### src/rtl/dsi_pkg.sv
// Shared types and helpers for the DSI packet assembler: FSM states, data types,
// the header ECC and the per-byte CRC16 step.
package dsi_pkg;

    typedef enum logic [1:0] {
        IDLE,
        HEAD,
        PAYLOAD,
        TAIL
    } state_t;

    localparam logic [5:0]  DT_DCS_SHORT_WR0 = 6'h05;
    localparam logic [5:0]  DT_DCS_LONG_WR   = 6'h39;
    localparam logic [15:0] CRC_INIT         = 16'hFFFF;
    localparam logic [15:0] CRC_POLY_REFL    = 16'h8408;

    // Each parity bit is the XOR of the header bits selected by its mask.
    function automatic logic [7:0] dsi_ecc(input logic [23:0] d);
        logic [5:0] p;
        p[0] = ^(d & 24'hF12CB7);
        p[1] = ^(d & 24'hF2555B);
        p[2] = ^(d & 24'h749A6D);
        p[3] = ^(d & 24'hB8E38E);
        p[4] = ^(d & 24'hDF03F0);
        p[5] = ^(d & 24'hEFFC00);
        return {2'b00, p};
    endfunction

    function automatic logic [15:0] crc16_byte(input logic [15:0] crc, input logic [7:0] data);
        logic [15:0] c;
        c = crc ^ {8'h00, data};
        for (int i = 0; i < 8; i++) begin
            c = c[0] ? ((c >> 1) ^ CRC_POLY_REFL) : (c >> 1);
        end
        return c;
    endfunction

endpackage

### src/rtl/dsi_crc16.sv
// Running CRC-16-CCITT over a packet's payload; crc_next_o folds in the strobed
// bytes of the word being loaded so that word can carry the finished checksum.
module dsi_crc16
    import dsi_pkg::*;
(
    input  logic        clk_i,
    input  logic        rst_i,
    input  logic        init_i,
    input  logic        en_i,
    input  logic [31:0] data_i,
    input  logic [3:0]  strb_i,
    output logic [15:0] crc_o,
    output logic [15:0] crc_next_o
);

    logic [15:0] crc_q;

    always_comb begin
        crc_next_o = crc_q;
        for (int i = 0; i < 4; i++) begin
            if (strb_i[i]) begin
                crc_next_o = crc16_byte(crc_next_o, data_i[8*i +: 8]);
            end
        end
    end

    always_ff @(posedge clk_i or posedge rst_i) begin
        if (rst_i) begin
            crc_q <= CRC_INIT;
        end else if (init_i) begin
            crc_q <= CRC_INIT;
        end else if (en_i) begin
            crc_q <= crc_next_o;
        end
    end

    assign crc_o = crc_q;

endmodule

### src/rtl/dsi_packet_assembler.sv
// Turns scheduler packet requests into the 32-bit header/payload/CRC word stream
// consumed by the lanes controller, one word per iface_data_rqst.
module dsi_packet_assembler
    import dsi_pkg::*;
#(
    parameter bit          CRC_EN = 1'b1,
    parameter logic [15:0] WC_MAX = 16'hFFFF
) (
    input  logic        clk_sys_i,
    input  logic        rst_i,
    input  logic        pkt_valid_i,
    output logic        pkt_ready_o,
    input  logic        pkt_long_i,
    input  logic [1:0]  pkt_vc_i,
    input  logic [5:0]  pkt_data_type_i,
    input  logic [15:0] pkt_wc_i,
    input  logic [31:0] pld_data_i,
    input  logic        pld_valid_i,
    output logic        pld_ready_o,
    output logic [31:0] iface_write_data_o,
    output logic [3:0]  iface_write_strb_o,
    output logic        iface_write_rqst_o,
    output logic        iface_last_word_o,
    input  logic        iface_data_rqst_i,
    output logic        err_underflow_o,
    output logic        err_wc_o
);

    state_t      state_q, state_d;
    logic        ready_q, ready_d;
    logic [31:0] data_q, data_d;
    logic [3:0]  strb_q, strb_d;
    logic        rqst_q, rqst_d;
    logic        last_q, last_d;
    logic [15:0] bytes_q, bytes_d;
    logic        rem3_q, rem3_d;
    logic        errUnder_q, errUnder_d;
    logic        errWc_q, errWc_d;

    logic        crcInit, crcEn;
    logic [15:0] crcReg, crcRegNext, crcNow, crcNext;
    logic [2:0]  nBytes;
    logic [3:0]  payStrb;
    logic [31:0] payData;
    logic        wcTooBig;
    logic [15:0] wcHdr;
    logic [23:0] hdr;

    dsi_crc16 u_crc (
        .clk_i      (clk_sys_i),
        .rst_i      (rst_i),
        .init_i     (crcInit),
        .en_i       (crcEn),
        .data_i     (payData),
        .strb_i     (payStrb),
        .crc_o      (crcReg),
        .crc_next_o (crcRegNext)
    );

    // Payload slicing: up to four bytes per word, a missing word is replaced by zeros.
    always_comb begin
        nBytes   = (bytes_q >= 16'd4) ? 3'd4 : bytes_q[2:0];
        case (nBytes)
            3'd1:    payStrb = 4'b0001;
            3'd2:    payStrb = 4'b0011;
            3'd3:    payStrb = 4'b0111;
            default: payStrb = 4'b1111;
        endcase
        payData  = pld_valid_i ? pld_data_i : 32'h0;
        crcNow   = CRC_EN ? crcReg : 16'h0000;
        crcNext  = CRC_EN ? crcRegNext : 16'h0000;
        wcTooBig = pkt_long_i && (pkt_wc_i > WC_MAX);
        wcHdr    = wcTooBig ? WC_MAX : pkt_wc_i;
        hdr      = {wcHdr, pkt_vc_i, pkt_data_type_i};
    end

    always_comb begin
        state_d     = state_q;
        data_d      = data_q;
        strb_d      = strb_q;
        rqst_d      = 1'b0;
        last_d      = last_q;
        bytes_d     = bytes_q;
        rem3_d      = rem3_q;
        errUnder_d  = errUnder_q;
        errWc_d     = errWc_q;
        crcInit     = 1'b0;
        crcEn       = 1'b0;
        pld_ready_o = 1'b0;

        case (state_q)
            IDLE: begin
                if (pkt_valid_i && ready_q) begin
                    state_d = HEAD;
                    data_d  = {dsi_ecc(hdr), hdr};
                    strb_d  = 4'hF;
                    rqst_d  = 1'b1;
                    last_d  = ~pkt_long_i;
                    bytes_d = pkt_long_i ? wcHdr : 16'd0;
                    rem3_d  = 1'b0;
                    crcInit = 1'b1;
                    if (wcTooBig) errWc_d = 1'b1;
                end
            end
            default: begin
                if (iface_data_rqst_i) begin
                    if (last_q) begin
                        state_d = IDLE;
                        data_d  = 32'h0;
                        strb_d  = 4'h0;
                        last_d  = 1'b0;
                        bytes_d = 16'd0;
                        rem3_d  = 1'b0;
                    end else if (state_q == TAIL) begin
                        last_d = 1'b1;
                        if (rem3_q) begin
                            data_d = {24'h0, crcNow[15:8]};
                            strb_d = 4'b0001;
                        end else begin
                            data_d = {16'h0, crcNow};
                            strb_d = 4'b0011;
                        end
                    end else if (bytes_q == 16'd0) begin
                        state_d = TAIL;
                        data_d  = {16'h0, crcNow};
                        strb_d  = 4'b0011;
                        last_d  = 1'b1;
                    end else begin
                        // Payload load: the CRC bytes ride in the same word when room allows.
                        pld_ready_o = 1'b1;
                        crcEn       = 1'b1;
                        if (!pld_valid_i) errUnder_d = 1'b1;
                        bytes_d = bytes_q - {13'd0, nBytes};
                        state_d = PAYLOAD;
                        case (nBytes)
                            3'd1: begin
                                data_d = {8'h0, crcNext, payData[7:0]};
                                strb_d = 4'b0111;
                                last_d = 1'b1;
                            end
                            3'd2: begin
                                data_d = {crcNext, payData[15:0]};
                                strb_d = 4'b1111;
                                last_d = 1'b1;
                            end
                            3'd3: begin
                                data_d  = {crcNext[7:0], payData[23:0]};
                                strb_d  = 4'b1111;
                                rem3_d  = 1'b1;
                                state_d = TAIL;
                            end
                            default: begin
                                data_d = payData;
                                strb_d = 4'b1111;
                                if (bytes_q == 16'd4) state_d = TAIL;
                            end
                        endcase
                    end
                end
            end
        endcase

        ready_d = (state_d == IDLE);
    end

    always_ff @(posedge clk_sys_i or posedge rst_i) begin
        if (rst_i) begin
            state_q    <= IDLE;
            ready_q    <= 1'b0;
            data_q     <= 32'h0;
            strb_q     <= 4'h0;
            rqst_q     <= 1'b0;
            last_q     <= 1'b0;
            bytes_q    <= 16'd0;
            rem3_q     <= 1'b0;
            errUnder_q <= 1'b0;
            errWc_q    <= 1'b0;
        end else begin
            state_q    <= state_d;
            ready_q    <= ready_d;
            data_q     <= data_d;
            strb_q     <= strb_d;
            rqst_q     <= rqst_d;
            last_q     <= last_d;
            bytes_q    <= bytes_d;
            rem3_q     <= rem3_d;
            errUnder_q <= errUnder_d;
            errWc_q    <= errWc_d;
        end
    end

    assign pkt_ready_o        = ready_q;
    assign iface_write_data_o = data_q;
    assign iface_write_strb_o = strb_q;
    assign iface_write_rqst_o = rqst_q;
    assign iface_last_word_o  = last_q;
    assign err_underflow_o    = errUnder_q;
    assign err_wc_o           = errWc_q;

endmodule

### config.mk
export PLATFORM = sky130hd
export DESIGN_NAME = dsi_packet_assembler
export DESIGN_NICKNAME = d
export VERILOG_FILES = /design/src/rtl/dsi_pkg.sv /design/src/rtl/dsi_crc16.sv /design/src/rtl/dsi_packet_assembler.sv
export SDC_FILE = /design/constraint.sdc
export NUM_CORES = 1
export LEC_CHECK = 0
export CAP_MARGIN = 5
export CORE_MARGIN = 2
export CORE_UTILIZATION = 50
export CTS_BUF_LIST = sky130_fd_sc_hd__clkbuf_8
export DETAILED_ROUTE_END_ITERATION = 7
export PLACE_DENSITY_LB_ADDON = 0.25
export SYNTH_ARGS = -nofsm -noshare
export SYNTH_HDL_FRONTEND = slang
export SYNTH_SLANG_ARGS = --single-unit
### constraint.sdc
create_clock -name clk_sys_i -period 5.4 [get_ports clk_sys_i]
set_input_delay 0.81 -clock clk_sys_i [delete_from_list [all_inputs] [get_ports clk_sys_i]]
set_output_delay 0.81 -clock clk_sys_i [all_outputs]
set_load 0.1 [all_outputs]
== Word-level counts from Yosys, hierarchy flattened ==
Cells that the tools add are included.

* Output and inout bits: 42
* Bits in read-only memories: 0
* Bits of input ports: 62
* RAM bits: 0
* Bits in latches: 0
* Word-level logic and storage cells: 178
* Register bits after elaboration: 76
* Memories kept: 0

* Muxes and demuxes: 94
* Order comparisons: 2
* Divide/modulo/power cells: 0
* Reduce and logical (&&, ||, !) cells: 20
* Bitwise logic cells: 42
* Shifts and indexed selects: 0
* $add $sub $neg: 1
* Eq/ne operators: 8
* Multipliers: 0

{| class="wikitable"
|+ Operators by type and width
! kind !! count
|-
| 16-bit two-way mux || 47
|-
| 32-bit two-way mux || 7
|-
| 24-bit XOR reduction || 6
|-
| 2-bit NOT with 3-bit output || 32
|-
| 32-bit case mux with 3 select lines || 1
|-
| 16-bit by 8-bit bitwise XOR with 16-bit output || 4
|-
| 4-bit two-way mux || 7
|-
| 1-bit two-way mux || 23
|-
| 16-bit by 3-bit equality test with 1-bit output, second input constant || 1
|-
| 16-bit by 3-bit greater-or-equal comparator with 1-bit output, second input constant || 1
|-
| 16-bit greater-than comparator, second input constant || 1
|-
| 16-bit logical NOT || 1
|-
| 16-bit by 3-bit subtractor with 16-bit output || 1
|-
| 2-bit two-way mux || 6
|-
| 4-bit case mux with 3 select lines || 1
|-
| 3-bit by 2-bit equality test with 1-bit output, second input constant || 2
|-
| 3-bit by 2-bit inequality test with 1-bit output, second input constant || 2
|-
| 1-bit NOT || 6
|-
| 6-bit AND reduction || 1
|-
| 5-bit AND reduction || 1
|-
| 2-bit logical NOT || 2
|-
| 4-bit AND reduction || 1
|-
| 2-bit nonzero test || 2
|-
| 3-bit by 1-bit equality test with 1-bit output, second input constant || 1
|-
| other kinds (9) || 10
|}

== Longest topological paths before layout ==
* Depth after elaboration: 79
* Depth in mapped cells: 15
* Mapped depth without buffers: 13

== Modules after synthesis ==
Synthesis repeated with hierarchy kept, for this count alone.

* Cell total of the unflattened synthesis: 921
* Area total of the unflattened synthesis: 8254.2 um^2

{| class="wikitable"
|+ Modules (own cells, without submodules)
! module !! area an instance (um^2) !! seq. area each (um^2) !! cells each !! instances
|-
| dsi_packet_assembler || 4717.0 || 1476.4 || 539 || 1
|-
| dsi_crc16 || 3537.1 || 420.4 || 382 || 1
|}

== Worst setup path after synthesis ==
OpenSTA, ideal clock, no wires.

* Path kind: in2reg
* Start: input port pld_valid_i
* End: register u_crc.crc_q[10], in the netlist u_crc.crc_o[10]
* Slack: 1372 ps
* Library setup time: 61 ps
* Path buffers: 2
* Stages on the path: 14
* Arrival: 3967 ps
* Cells stage by stage: clkbuf_1 -> and2_1 -> clkbuf_1 -> xnor3_1 -> xnor3_1 -> xor2_1 -> mux2i_1 -> xor2_1 -> xnor2_1 -> mux2i_1 -> xnor2_1 -> xnor3_1 -> o21ai_1 -> o31a_1

* Word-level cells in the longest chain between the ends: 47
* Elaborated cells on any way between the ends: 64

{| class="wikitable"
|+ Ends and longest elaborated chain
! element !! line !! source
|-
| start, declared || dsi_packet_assembler.sv:18 || <nowiki>input logic pld_valid_i,</nowiki>
|-
| 32-bit two-way mux * || dsi_packet_assembler.sv:69 || <nowiki>payData = pld_valid_i ? pld_data_i : 32'h0;</nowiki>
|-
| 16-bit by 8-bit bitwise XOR with 16-bit output || dsi_pkg.sv:31 || <nowiki>c = crc ^ {8'h00, data};</nowiki>
|-
| 16-bit two-way mux or 2-bit NOT with 3-bit output (tied branches) || -- ||
|-
| 16-bit two-way mux || dsi_pkg.sv:33 || <nowiki>c = c[0] ? ((c >> 1) ^ CRC_POLY_REFL) : (c >> 1);</nowiki>
|-
| 2-bit NOT with 3-bit output (no source line) or 16-bit two-way mux (tied branches) || -- ||
|-
| 16-bit two-way mux (6 in series) || dsi_pkg.sv:33 ||
|-
| 16-bit two-way mux || dsi_crc16.sv:21 || <nowiki>if (strb_i[i]) begin</nowiki>
|-
| 16-bit by 8-bit bitwise XOR with 16-bit output || dsi_pkg.sv:31 ||
|-
| [... 22 more ...] || -- ||
|-
| 16-bit two-way mux (3 in series) || dsi_pkg.sv:33 ||
|-
| 16-bit two-way mux or 2-bit NOT with 3-bit output (tied branches) || -- ||
|-
| 16-bit two-way mux (3 in series) || dsi_pkg.sv:33 ||
|-
| 2-bit NOT with 3-bit output (no source line) or 16-bit two-way mux (tied branches) || -- ||
|-
| 16-bit two-way mux || dsi_pkg.sv:33 ||
|-
| 16-bit two-way mux * || dsi_crc16.sv:21 ||
|-
| 16-bit two-way mux * || dsi_crc16.sv:32 || <nowiki>end else if (en_i) begin</nowiki>
|-
| 16-bit two-way mux * || dsi_crc16.sv:30 || <nowiki>end else if (init_i) begin</nowiki>
|-
| end signal, assigned || dsi_crc16.sv:33 || <nowiki>crc_q <= crc_next_o;</nowiki>
|-
| end, declared || dsi_crc16.sv:16 || <nowiki>logic [15:0] crc_q;</nowiki>
|}

Every way passes the cells marked *; elsewhere a longest branch is shown, timed or not. The select of a mux whose other input is x is not followed.
A chain may end at the register's enable or synchronous reset.

== Worst setup path in the final report ==
* Start: input port pld_data_i[1]
* End: register u_crc.crc_q[10], in the netlist u_crc.crc_o[10]

* Word-level cells in the longest chain between the ends: 45
* Elaborated cells on any way between the ends: 49

{| class="wikitable"
|+ Ends and longest elaborated chain
! element !! line !! source
|-
| start, declared || dsi_packet_assembler.sv:17 || <nowiki>input logic [31:0] pld_data_i,</nowiki>
|-
| 32-bit two-way mux * || dsi_packet_assembler.sv:69 ||
|-
| 16-bit by 8-bit bitwise XOR with 16-bit output * || dsi_pkg.sv:31 ||
|-
| 16-bit two-way mux * (8 in series) || dsi_pkg.sv:33 ||
|-
| 16-bit two-way mux * || dsi_crc16.sv:21 ||
|-
| 16-bit by 8-bit bitwise XOR with 16-bit output || dsi_pkg.sv:31 ||
|-
| 16-bit two-way mux or 2-bit NOT with 3-bit output (tied branches) || -- ||
|-
| 16-bit two-way mux (3 in series) || dsi_pkg.sv:33 ||
|-
| 16-bit two-way mux or 2-bit NOT with 3-bit output (tied branches) || -- ||
|-
| [... 15 more ...] || -- ||
|-
| 16-bit by 8-bit bitwise XOR with 16-bit output or 16-bit two-way mux (tied branches) || dsi_pkg.sv:31, dsi_crc16.sv:21 ||
|-
| 16-bit two-way mux or 16-bit by 8-bit bitwise XOR with 16-bit output (tied branches) || dsi_pkg.sv:33, dsi_pkg.sv:31 ||
|-
| 16-bit two-way mux (2 in series) || dsi_pkg.sv:33 ||
|-
| 2-bit NOT with 3-bit output (no source line) or 16-bit two-way mux (tied branches) || -- ||
|-
| 16-bit two-way mux (5 in series) || dsi_pkg.sv:33 ||
|-
| 16-bit two-way mux * || dsi_crc16.sv:21 ||
|-
| 16-bit two-way mux * || dsi_crc16.sv:32 ||
|-
| 16-bit two-way mux * || dsi_crc16.sv:30 ||
|}

Marks and branches as above.

==> results.yml <==
logic_synthesis:
  synthFlopType: "dfrtp_1"
  syn_inst: 894
  synth_top_area_share_pct: 20.8
  netlist_top_cells_area: "dfrtp_1 21%, xnor2_1 12%, xor2_1 7.1%"
  ys_seq_area_share_pct: 26.7
  ys_types: 58
  yosys.area.top_type: "dfrtp_1"
  async_flop_share_pct: 100
  synth_area_per_cell_um2: 7.95
  synth_edf_count: 0
  synth-seq-cells: 75
  yosysWarningCount: 0
  synth_area_um2: 7110
floorplanning:
  fp.dieArea_um2: 15200
  die_w_um: 123
  initial_core_util_pct: 51.2
  fp-row-count: 43
  ios: 104
  die_h_um: 123
  core_area_um2: 13900
critical_path:
  cpLargestDelayFamily: "XOR/XNOR gates"
  cp.arrival_ns: 4.94
  slowest_stage: "clkdlybuf4s50_1"
  worstPathRequired_ns: 5.73
  startpoint_type: "primary input"
  crit_type: "in2reg"
  regToRegSetupSlack_ns: 0.84
  slowest_delay_ns: 0.54
  crit_buf_inv: 1
  worst_setup_path_end_kind: "register"
  crit_chain: "clkdlybuf4s50_1 -> xor2_1 -> mux2i_1 -> xnor2_1 -> xnor3_1 -> mux2i_1 -> xnor2_1 -> xnor2_2 -> xor2_1 -> mux2i_4 -> xor2_2 -> xnor3_1 -> o21ai_1 -> o31a_1"
  path_max_fanout: 5
routing:
  num_vias: 7271
  postRouteAntennaNets: 0
  via_per_inst: 6.28
  drt_pass1_iterations: 7
  wl_mm: 25.8
  drt_iter0_drc: 955
  wl_per_cell_um: 22.3
  drc: 0
clocking:
  cts_setup_buffers: 0
  cts_root_buffer: "clkbuf_8"
  ctsHoldBuffers: 0
  clk_path_buf_depth: 2
  insertion_delay_ns: 0.38
  tritoncts: "built"
  cts_buffers: 9
  cts-htree-levels: 3
  clock_sinks: 75
  clk_pin_slew_ns: 0.09
  ctsResizeCount: 0
layout:
  final_layout_size_suffix_gt1_share_pct: 7.47
  final_cell_count_no_fill: 1157
  fin_nets: 1036
  syn2layout_area_growth_pct: 20.4
  final_cell_mix: "112 x nand2_1, 100 x clkdlybuf4s50_1, 98 x xnor2_1, 96 x o21ai_0, 91 x a21oi_1"
  final_cell_area_um2: 8550
  final_common_cell: "nand2_1"
  diodes: 0
timing:
  hold_viol_final: 0
  fin_crit_ns: 4.61
  setup_violations: 0
  worst_hold_slack_ns: 0.484
  slew_violations: 0
  skew_ns: 0.0106
  rsz0062_at_grt: "false"
  timing.final.crit_share_pct: 85.4
  timing.fmax_mhz: 217
  max_slew_margin_pct: 33.5
  tightest_slew_ns: 0.994
  tns_ns: 0
global_routing:
  track_usage_pct: 34.5
  grt_pass1_vias: 6710
  grt_pass1_wl_mm: 39.0
  overflow: 0
  antenna_found_initial: 0
  grt_max_degree: 43
placement:
  routabilityCongestion: 1.03
  placed_cell_area_um2: 8320
  portBuffers: 102
  dp_hpwl_mm: 19.2
  place_inst: 1142
status:
  status: "completed"
run:
  drv_cap: 0
hold_path:
  hp-class: "reg2reg"
[cells in the mapped netlist (4+ instances only)]
library cell / n
a32oi_1: 5
a21o_1: 4
nor2_1: 81
nor4_1: 7
xor3_1: 4
o22ai_1: 11
o21ai_0: 97
mux2i_1: 20
nand2b_1: 8
a31oi_1: 9
xnor2_1: 98
inv_1: 8
and2_1: 7
a211oi_1: 4
xnor3_1: 15
dfstp_2: 16
clkbuf_1: 51
o22a_1: 5
nor3_1: 19
a221oi_1: 4
o221ai_1: 10
xor2_1: 58
a21oi_1: 91
o21ai_1: 6
buf_1: 5
o21a_1: 5
nand2_1: 112
dfrtp_1: 59
a22oi_1: 13
nand3_1: 16
[cell type report]
class	count	area [µm²]
clock buffer	9	124
clock inverter	6	113
fill	1260	5330
inverter	9	33.8
multi-input combinational	751	4950
sequential	75	1900
tap	180	225
timing repair buffer	127	1210
[worst paths after layout]
kind | from | end | cells past startpoint
worst max-delay path | pld_data_i[1] | u_crc.crc_o[10] | 14
worst min-delay path | err_underflow_o | err_underflow_o | 1
worst max register to register | bytes_q[11] | u_crc.crc_o[10] | 12
worst min register to register | err_underflow_o | err_underflow_o | 1
max in group asynchronous | rst_i | u_crc.crc_o[8] | 3
min in group asynchronous | rst_i | iface_write_data_o[6] | 2
[state kept, by name, indices dropped and copies added (netlist names)]
register / count
iface_last_word_o: 1
bytes_q: 16
iface_write_strb_o: 4
err_underflow_o: 1
iface_write_rqst_o: 1
u_crc.crc_o: 16
iface_write_data_o: 32
state_q: 2
pkt_ready_o: 1
rem3_q: 1
[metrics by stage]
step / utilization [%] / setup WS [ns]
floorplan: - / 1.37
global placement: 59.9 / 0.466
detailed placement: 59.9 / 0.404
CTS: 61.6 / 0.802
global route: 61.6 / 0.509
finish: 61.6 / 0.788
[cell families (layout without fill, tap and decap cells)]
family / count (synthesis) / count (layout) / synth area share, %
adder cells (fa/ha/maj): 1 / 1 / 0.176
multiplexers: 21 / 21 / 3.13
AO/OA/AOI/OAI: 280 / 280 / 23.2
AND/OR/NAND/NOR: 266 / 266 / 16.1
buffers and inverters: 69 / 151 / 3.84
flip-flops: 75 / 75 / 26.7
other: 1 / 2 / 0.0528
XOR/XNOR: 181 / 181 / 26.9
[per-layer routing]
| layer | wire (µm) | vias to the layer above | global-route usage, % | share of wire, % |
|---|---|---|---|---|
| met5 | 0 | - | 0 | 0 |
| met4 | 1090 | 0 | 15.3 | 4.2 |
| met3 | 2750 | 78 | 7.84 | 11 |
| met2 | 10900 | 493 | 49.2 | 42 |
| met1 | 11000 | 3418 | 49.8 | 43 |
| li1 | - | 3282 | - | - |
Power is not shown: default switching activity piles up to over one toggle a cycle in this logic, so the estimate is an artifact.
